**src/rtl/vga_sync_gen.sv**
```systemverilog
// Raster timing generator: pixel-rate enable, horizontal/vertical scan counters and
// registered sync/blanking decodes that stay cycle-aligned with the scan coordinates.
module vga_sync_gen #(
    parameter int CLK_DIV   = 4,
    parameter int H_DISPLAY = 640,
    parameter int H_FRONT   = 16,
    parameter int H_SYNC    = 96,
    parameter int H_BACK    = 48,
    parameter int V_DISPLAY = 480,
    parameter int V_FRONT   = 10,
    parameter int V_SYNC    = 2,
    parameter int V_BACK    = 33,
    parameter int SYNC_POL  = 0
) (
    input  logic        clk,
    input  logic        rst,
    output logic        pixel_tick,
    output logic [11:0] pixel_x,
    output logic [11:0] pixel_y,
    output logic        video_on,
    output logic        hsync,
    output logic        vsync,
    output logic        frame_start
);

    localparam int H_TOTAL = H_DISPLAY + H_FRONT + H_SYNC + H_BACK;
    localparam int V_TOTAL = V_DISPLAY + V_FRONT + V_SYNC + V_BACK;
    localparam int DIV_W   = (CLK_DIV > 1) ? $clog2(CLK_DIV) : 1;

    localparam logic [DIV_W-1:0] DIV_LAST = DIV_W'(CLK_DIV - 1);
    localparam logic [11:0] X_LAST   = 12'(H_TOTAL - 1);
    localparam logic [11:0] Y_LAST   = 12'(V_TOTAL - 1);
    localparam logic [11:0] X_VIS    = 12'(H_DISPLAY);
    localparam logic [11:0] Y_VIS    = 12'(V_DISPLAY);
    localparam logic [11:0] HS_START = 12'(H_DISPLAY + H_FRONT);
    localparam logic [11:0] HS_STOP  = 12'(H_DISPLAY + H_FRONT + H_SYNC);
    localparam logic [11:0] VS_START = 12'(V_DISPLAY + V_FRONT);
    localparam logic [11:0] VS_STOP  = 12'(V_DISPLAY + V_FRONT + V_SYNC);
    localparam logic        SYNC_ACT = (SYNC_POL != 0);

    logic [DIV_W-1:0] div;
    logic [11:0]      x_next;
    logic [11:0]      y_next;

    function automatic logic visible(input logic [11:0] x, input logic [11:0] y);
        return (x < X_VIS) && (y < Y_VIS);
    endfunction

    function automatic logic sync_level(input logic [11:0] pos, input logic [11:0] start,
                                        input logic [11:0] stop);
        return ((pos >= start) && (pos < stop)) ? SYNC_ACT : ~SYNC_ACT;
    endfunction

    // With CLK_DIV = 1 the divider is a constant zero, so the tick is permanently high.
    assign pixel_tick = (div == DIV_LAST);

    always_comb begin
        x_next = pixel_x + 12'd1;
        y_next = pixel_y;
        if (pixel_x == X_LAST) begin
            x_next = '0;
            y_next = (pixel_y == Y_LAST) ? 12'd0 : pixel_y + 12'd1;
        end
    end

    // Decodes are taken from the next-state position so they land on the same edge as it.
    always_ff @(posedge clk) begin
        if (rst) begin
            div         <= '0;
            pixel_x     <= X_LAST;
            pixel_y     <= Y_LAST;
            video_on    <= 1'b0;
            hsync       <= ~SYNC_ACT;
            vsync       <= ~SYNC_ACT;
            frame_start <= 1'b0;
        end else begin
            div         <= pixel_tick ? '0 : div + 1'b1;
            frame_start <= 1'b0;
            if (pixel_tick) begin
                pixel_x     <= x_next;
                pixel_y     <= y_next;
                video_on    <= visible(x_next, y_next);
                hsync       <= sync_level(x_next, HS_START, HS_STOP);
                vsync       <= sync_level(y_next, VS_START, VS_STOP);
                frame_start <= (x_next == 12'd0) && (y_next == 12'd0);
            end
        end
    end

endmodule

```
**config.mk**
```make
export PLATFORM = sky130hd
export DESIGN_NAME = vga_sync_gen
export DESIGN_NICKNAME = d
export VERILOG_FILES = /design/src/rtl/vga_sync_gen.sv
export SDC_FILE = /design/constraint.sdc
export NUM_CORES = 1
export LEC_CHECK = 0
export ABC_AREA = 1
export CAP_MARGIN = 5
export CORE_MARGIN = 5
export CORE_UTILIZATION = 35
export CTS_BUF_LIST = sky130_fd_sc_hd__clkbuf_4 sky130_fd_sc_hd__clkbuf_8
export CTS_CLUSTER_SIZE = 40
export DETAILED_ROUTE_END_ITERATION = 10
export PLACE_DENSITY = 0.63
export SETUP_SLACK_MARGIN = 0.1
export SLEW_MARGIN = 20
export SYNTH_ARGS = -nofsm -noshare
export SYNTH_HDL_FRONTEND = slang
export SYNTH_SLANG_ARGS = --single-unit
```
**constraint.sdc**
```tcl
create_clock -name clk -period 2.3 [get_ports clk]
set_input_delay 0.46 -clock clk [delete_from_list [all_inputs] [get_ports clk]]
set_output_delay 0.46 -clock clk [all_outputs]
set_load 0.1 [all_outputs]
```
### Word-level counts from Yosys, hierarchy flattened

Index checks and enable logic that the tools add are counted.

* bits in latches: 0
* register bits after elaboration: 30
* RAM bits: 0
* memories: 0
* logic and storage cells: 33
* bits in read-only memories: 0
* bits of input ports: 2

* multiply operators: 0
* muxes and demuxes: 5
* eq/ne operators: 3
* bitwise operators: 1
* shifts and indexed selects: 0
* magnitude comparators: 6
* $add $sub $neg: 3
* reductions and logical operators: 8
* div/mod/pow operators: 0

Operator list (number)
* $mux 12: 3
* $add 12x1->12 const B: 2
* $eq 12x10->1 const B: 2
* $logic_not 12->1: 2
* $lt 12x10->1 const B: 2
* $lt 12x9->1 const B: 2
* $ge 12x10->1 const B: 1
* $ge 12x9->1 const B: 1
* $logic_and 1x1->1: 4
* $reduce_or 2->1: 2
* $add 2x1->2 const B: 1
* $eq 2x2->1 const B: 1
* $mux 1: 2
* $not 1->1: 1

### Longest topological paths before layout

Gate-level depths: netlist of run 1.

* depth after elaboration: 6
* mapped depth: 15
* mapped depth without buffers: 14

### Worst setup path before layout of run 1

OpenSTA, ideal clock, no wires.

* path type: flip-flop to flip-flop
* start: reg pixel_x[0]
* end: reg vsync
* library setup time: 117 ps
* slack: -205 ps
* arrival time: 2389 ps
* cell stages (with the launch flop): 13
* period minus slack after synthesis: 2505 ps
* path through: dfxtp_1 -> ha_1 -> nand2_4 -> nor2_4 -> nand3_2 -> nor2_4 -> o21ai_0 -> nor2_1 -> nand2_1 -> nor2_1 -> nand2_1 -> nor2_1 -> nor2_1

* word-level cells in the longest chain between the ends: 5

RTL lines
* start, declared: RTL line 18 `output logic [11:0] pixel_x,`
* start signal, assigned: RTL line 80 `pixel_x <= x_next;`
* $eq 12x10->1 *: RTL line 60 `if (pixel_x == X_LAST) begin`
* $mux 12 *: RTL line 60
* $ge 12x9->1 / $lt 12x9->1 (equally long branches): RTL line 51 `return ((pos >= start) && (pos < stop)) ? SYNC_ACT : ~SYNC_ACT;`
* $logic_and 1x1->1 *: RTL line 51
* $mux 1 *: RTL line 51
* end signal, assigned: RTL line 74 `vsync <= ~SYNC_ACT;`
* end signal, assigned: RTL line 84 `vsync <= sync_level(y_next, VS_START, VS_STOP);`
* end, declared: RTL line 22 `output logic vsync,`

Every way passes the cells marked *; elsewhere a longest branch is shown, timed or not.
A chain may end at the register's enable or synchronous reset.

### Final worst setup path of run 1

* start: reg pixel_x[0]
* end: reg video_on

* word-level cells in the longest chain between the ends: 4

RTL lines
* $add 12x1->12 / $eq 12x10->1 (equally long branches): RTL line 58, 60
* $mux 12: RTL line 60
* $lt 12x10->1 / $lt 12x9->1 (equally long branches): RTL line 46 `return (x < X_VIS) && (y < Y_VIS);`
* $logic_and 1x1->1 *: RTL line 46
* end signal, assigned: RTL line 82 `video_on <= visible(x_next, y_next);`
* end, declared: RTL line 20 `output logic video_on,`

Marked as above.

==> results of run 1 <==
==> area by class of cell <==
class / count / area (um2)
Fill cell: 587 / 3010
Multi-Input combinational cell: 233 / 1117
Sequential cell: 30 / 616.8
Timing Repair Buffer: 41 / 322.8
Inverter: 44 / 165.2
Tap cell: 72 / 90.09
Clock buffer: 6 / 82.58
==> metrics by stage <==
step	utilization [%]	instance area (um2)	std cells	worst slack, ns
finish	44.31	2395	426	0.3347
global route	44.31	2395	426	0.1145
CTS	43.47	2350	420	0.2263
detailed placement	41.94	2267	414	0.2207
global placement	41.94	2267	414	0.2222
floorplan	-	1931	313	0.06528
==> registers in the layout, summed over array words and instances (netlist names) <==
name,cells
pixel_x,12
pixel_y,12
div,2
video_on,1
vsync,1
hsync,1
frame_start,1
==> metal layers <==
metal	routed length, um	track usage [%]
met2	2361	25.38
met5	0	0
met4	65	5.556
met1	2403	18.59
met3	258	3.258
==> cell usage after synthesis, types with 4 or more instances <==
cell,count
nand2_1,95
nor2_1,52
inv_1,44
dfxtp_1,30
nand3_1,23
o22ai_1,13
o21ai_0,9
nand4_1,7
a21oi_1,5
xor2_1,5
clkbuf_1,4
ha_1,4
==> logic make-up (layout without fill, tap and decap cells) <==
family,Yosys count,in the layout,share of synthesized area [%]
simple gates,190,190,42.94
buf+inv,50,91,10.26
compound gates,33,33,10.07
flops,30,30,31.37
xor+xnor,6,6,2.745
fa+ha+maj,4,4,2.614
==> power groups by stage <==
stage                     registers [W]  logic (W)  clock network (W)
after floorplan                0.000732   0.000449                  0
after CTS                      0.000579   0.000745           0.000435
after global placement         0.000590   0.000736                  0
after global routing           0.000584   0.000886           0.000456
after detailed placement       0.000590   0.000742                  0
final                          0.000579   0.000805           0.000422
==> worst max path at each step <==
stage                                         from  cells past startpoint                    end
after global routing       pixel_y[0]$_SDFFE_PP0P_                     13     vsync$_SDFFE_PP1P_
after global placement                         rst                      9     vsync$_SDFFE_PP1P_
after detailed placement                       rst                      9     vsync$_SDFFE_PP1P_
final                      pixel_x[0]$_SDFFE_PP1P_                     13  video_on$_SDFFE_PP0P_
after floorplan           pixel_x[10]$_SDFFE_PP0P_                     14     vsync$_SDFFE_PP1P_
after CTS                  pixel_x[0]$_SDFFE_PP1P_                     12     vsync$_SDFFE_PP1P_
==> critical path: stages (launching register included) <==
cell and delay [ns]:
dfxtp_2 0.35, ha_1 0.23, nand2_4 0.10, nor2_4 0.10, nand4_1 0.18, buf_4 0.21
nand2_1 0.05, nand2_1 0.12, inv_1 0.08, nand3_1 0.07, nor2_1 0.17, nand2_1 0.07
nand3_1 0.08, nand2_1 0.05
==> run_results.csv, run 1 <==
group,metric,value,unit
logic_synthesis,syn-num-nets,319,
routing,vias_per_cell,4.791,
routing,antenna_left,0,
sta,timing.fmax,508.8,MHz
logic_synthesis,synth_edf_count,0,
power_and_ir_drop,powerDensity,754.3,nW/um2
layout,layout_commonest_cell,"nand2_1",
critical_path,rr_worst_depth,13,
power_and_ir_drop,combPwrFrac,44.6,%
sta,skew,0.004660,ns
sta,fin_tns_setup,0,ns
clock_tree,cts_tree,"done",
logic_synthesis,ys.warnings.count,0,
critical_path,critPathLaunchType,"register",
floorplan,io_pins,31,
logic_synthesis,yosysUniqueCellTypes,27,
critical_path,path_class,"reg2reg",
critical_path,cp_max_fo,5,
sta,worst_slew_pin_slew,0.4975,ns
worst_hold_path,hold_depth,1,
critical_path,rr_endpoint,"video_on$_SDFFE_PP0P_",
global_routing,first_global_vias,1953,
worst_hold_path,min-delay-start,"div[0]$_SDFF_PP0_",
floorplan,core_area,5405,um2
logic_synthesis,synth.area.top_cells,"dfxtp_1 31%, nand2_1 19%, nor2_1 10%, inv_1 8.6%, nand3_1 6.0%",
routing,finalWirelength,5089,um
floorplan,die_x,83.96,um
clock_tree,cts_root_buffer,"clkbuf_8",
placement,io_buffers,30,
layout,drive_gt1_share,19.49,%
layout,antenna_cells,0,
critical_path,r2r_slack,0.33,ns
logic_synthesis,seq_area_frac_synth,31.37,%
routing,drt_iter0_drc,107,
global_routing,grt_pass1_wl,8769,um
logic_synthesis,ys.flop_type,"dfxtp_1",
routing,num_vias,2041,
layout,final_nets,361,
sta,hold_violations,0,
floorplan,dieArea,7048,um2
floorplan,rows,27,
run_status,status,"complete, no violations",
clock_tree,cts_setup_buffers,0,
critical_path,arrival,2.15,ns
sta,finalSetupViolCount,0,
floorplan,die_h,83.96,um
sta,fin_crit_sh,85.45,%
clock_tree,cts_sinks,30,
clock_tree,cts_resized,0,
global_routing,grt_max_degree,17,
clock_tree,clk_latency,0.28,ns
sta,whs,0.4210,ns
layout,synthToLayoutAreaGrowth,25.10,%
clock_tree,clockBufferDepth,2,
routing,drc_errors,0,
global_routing,grt-ovfl-total,0,
clock_tree,path_clk_slew,0.06,ns
routing,drtPass1Iterations,4,
floorplan,start_util,35.42,%
sta,timing.slew.headroom,66.71,%
sta,finalCriticalPeriod,1.965,ns
power_and_ir_drop,leakagePower,1.188,nW
clock_tree,holdBufCountCts,0,
job,maxCapViolCount,0,
sta,maxSlewViolCount,0,
logic_synthesis,yosysTopAreaCell,"dfxtp_1",
power_and_ir_drop,switchingPower,0.0007717,W
logic_synthesis,async_flop_share,0,%
critical_path,crit_required,2.48,ns
power_and_ir_drop,vdd_drop_max,0.3073,mV
logic_synthesis,syn_area,1914,um2
sta,rsz0062_at_grt,"no",
worst_hold_path,hold_class,"reg2reg",
logic_synthesis,synth.top_cell.area_share,31.37,%
placement,place.gp.congestion,0.8599,
logic_synthesis,syn-mean-instance-area,6.116,um2
power_and_ir_drop,netSwitchingFraction,42.72,%
critical_path,critPathCaptureType,"register",
layout,mostFrequentLayoutCells,"95 x nand2_1, 52 x nor2_1, 44 x inv_1",
global_routing,antenna_found_initial,0,
power_and_ir_drop,power_frac_clock,23.4,%
power_and_ir_drop,power.total,0.001806,W
routing,wl_per_cell,11.95,um
global_routing,grt_util_all_layers,15.01,%
logic_synthesis,synthCells,313,
power_and_ir_drop,p_seq_share,32.1,%
critical_path,timing.rr.start,"pixel_x[0]$_SDFFE_PP1P_",
clock_tree,cts_buffers,5,
logic_synthesis,yosys_register_bits,30,
clock_tree,h-tree-depth,2,
placement,dp_hpwl,3909,um
worst_hold_path,hold_end,"div[0]$_SDFF_PP0_",
power_and_ir_drop,internal_power,0.001035,W
(Power assumes the default switching activity.)
==> run 2, diff against run 1 <==
--- a/config.mk
+++ b/config.mk
@@ -8,13 +8,13 @@
 export ABC_AREA = 1
 export CAP_MARGIN = 5
 export CORE_MARGIN = 5
-export CORE_UTILIZATION = 35
+export CORE_UTILIZATION = 55
 export CTS_BUF_LIST = sky130_fd_sc_hd__clkbuf_4 sky130_fd_sc_hd__clkbuf_8
 export CTS_CLUSTER_SIZE = 40
 export DETAILED_ROUTE_END_ITERATION = 10
-export PLACE_DENSITY = 0.63
+export PLACE_DENSITY = 0.89
 export SETUP_SLACK_MARGIN = 0.1
-export SLEW_MARGIN = 20
+export SLEW_MARGIN = 40
 export SYNTH_ARGS = -nofsm -noshare
 export SYNTH_HDL_FRONTEND = slang
 export SYNTH_SLANG_ARGS = --single-unit
==> run_results.csv, run 2 (same netlist as run 1, synthesis figures left out) <==
group,metric,value,unit
layout,fillers,324,
critical_path,timing.rr.start,"pixel_x[0]$_SDFFE_PP1P_",
sta,timing.fmax,485.6,MHz
floorplan,die_x,69.00,um
sta,finalSetupViolCount,0,
critical_path,r2r_slack,0.24,ns
layout,multi_input_area,1117,um2
sta,skew,0.01039,ns
run_status,status,"complete, no violations",
clock_tree,cts_buffers,5,
clock_tree,cts_root_buffer,"clkbuf_4",
critical_path,critPathCaptureType,"register",
sta,rsz0062_at_grt,"no",
clock_tree,cts_setup_buffers,0,
clock_tree,clockBufferDepth,2,
sta,maxSlewViolCount,0,
critical_path,endpoint,"vsync$_SDFFE_PP1P_",
critical_path,path_class,"reg2reg",
power_and_ir_drop,powerDensity,718.9,nW/um2
layout,seqCellArea,616.8,um2
critical_path,rr_endpoint,"vsync$_SDFFE_PP1P_",
floorplan,dieArea,4760,um2
layout,final_nets,354,
floorplan,io_pins,31,
routing,antenna_left,0,
critical_path,rr_worst_depth,12,
power_and_ir_drop,leakagePower,1.141,nW
floorplan,rows,21,
floorplan,die_h,69.00,um
clock_tree,cts_sinks,30,
critical_path,critical_path_depth,12,
routing,drc_errors,0,
job,maxCapViolCount,0,
placement,place.gp.congestion,0.9124,
clock_tree,cts_tree,"done",
clock_tree,clk_latency,0.33,ns
clock_tree,cts_resized,0,
global_routing,grt_max_degree,17,
global_routing,antenna_found_initial,0,
routing,wl_per_cell,12.46,um
sta,finalCriticalPeriod,2.059,ns
placement,dp_hpwl,3740,um
sta,hold_violations,0,
routing,drt_iter0_drc,211,
routing,num_vias,2105,
layout,reg_top3,"pixel_x x12, pixel_y x12, div x2",
global_routing,grt_pass1_wl,8217,um
sta,timing.slew.headroom,63.09,%
clock_tree,h-tree-depth,2,
routing,drtPass1Iterations,6,
routing,vias_per_cell,5.343,
clock_tree,path_clk_slew,0.09,ns
critical_path,cp_max_fo,16,
global_routing,first_global_vias,1849,
critical_path,crit_slowest_cell,"dfxtp_2",
layout,layout_commonest_cell,"nand2_1",
critical_path,arrival,2.30,ns
sta,fin_crit_sh,89.53,%
placement,io_buffers,30,
critical_path,slowest_delay,0.37,ns
global_routing,grt-ovfl-total,0,
layout,mostFrequentLayoutCells,"95 x nand2_1, 52 x nor2_1, 44 x inv_1",
floorplan,core_area,3363,um2
worst_hold_path,hold_class,"reg2reg",
critical_path,cp_common_cell,"nor2_1",
critical_path,crit_path_start,"pixel_x[0]$_SDFFE_PP1P_",
layout,drive_gt1_share,18.10,%
critical_path,path_delay_family,"simple AND/OR/NAND/NOR gates",
power_and_ir_drop,vdd_drop_max,0.4117,mV
sta,worst_slew_pin_slew,0.5530,ns
critical_path,crit_required,2.54,ns
critical_path,crit_chain,"ha_1 -> nand2_4 -> nor2_4 -> nand3_2 -> nor2_4 -> o21ai_0 -> nor2_1 -> nand2_1 -> nor2_1 -> nand2_1 -> nor2_1 -> nor2_1",
layout,fin_util,67.41,%
sta,fin_tns_setup,0,ns
critical_path,worst-path-buf-inv,0,
critical_path,critPathLaunchType,"register",
global_routing,grt_util_all_layers,23.48,%
clock_tree,holdBufCountCts,0,
layout,synthToLayoutAreaGrowth,18.43,%
layout,antenna_cells,0,
routing,finalWirelength,4908,um
floorplan,start_util,56.92,%
[run 2: cell types whose count changed in the layout (fill, tap and decap cells not counted), sizes merged]
cell,before,now
buf,40,33
clkbuf,6,7
[run 2: per-stage QoR]
stage          setup slack, ns  power [W]  cells  hold WS [ns]  instance area [um2]
2_1_floorplan          0.06528   0.001181    313        0.3992                 1931
3_3_place_gp            0.3585   0.001301    387        0.4112                 2215
3_5_place_dp            0.3068   0.001311    387        0.4328                 2215
4_1_cts                 0.2771   0.001631    394        0.4456                 2267
5_1_grt                 0.1213   0.001743    394        0.4662                 2267
6_report                0.2409   0.001630    394        0.4383                 2267
[run 2: worst min-delay path by stage]
| stage | startpoint | endpoint | slack, ns | cells past startpoint |
|---|---|---|---|---|
| after floorplan | div[0]$_SDFF_PP0_ | div[0]$_SDFF_PP0_ | 0.40 | 1 |
| after global placement | div[0]$_SDFF_PP0_ | div[0]$_SDFF_PP0_ | 0.41 | 1 |
| after detailed placement | div[0]$_SDFF_PP0_ | div[0]$_SDFF_PP0_ | 0.43 | 1 |
| after CTS | div[0]$_SDFF_PP0_ | div[0]$_SDFF_PP0_ | 0.45 | 1 |
| after global routing | div[0]$_SDFF_PP0_ | div[0]$_SDFF_PP0_ | 0.47 | 1 |
| final | div[0]$_SDFF_PP0_ | div[0]$_SDFF_PP0_ | 0.44 | 1 |
[run 2: final cells by class]
class,count,share of cell area (%)
Timing Repair Buffer,34,11.37
Tap cell,46,2.539
Sequential cell,30,27.21
Inverter,44,7.285
Clock buffer,7,2.318
Multi-Input combinational cell,233,49.28
[run 2: metal layers]
layer	vias up	track usage [%]	routed length, um
li1	1065	-	-
met1	935	29.07	2125
met2	91	38.21	2293
met3	14	5.835	372
met4	0	10.71	116
met5	-	0	0
[run 2: report_power, final]
part | leakage (nW) | internal [W] | switching, W
Sequential | 0.241 | 0.000548 | 0.0000308
Combinational | 0.868 | 0.000200 | 0.000532
Clock | 0.0322 | 0.000139 | 0.000180
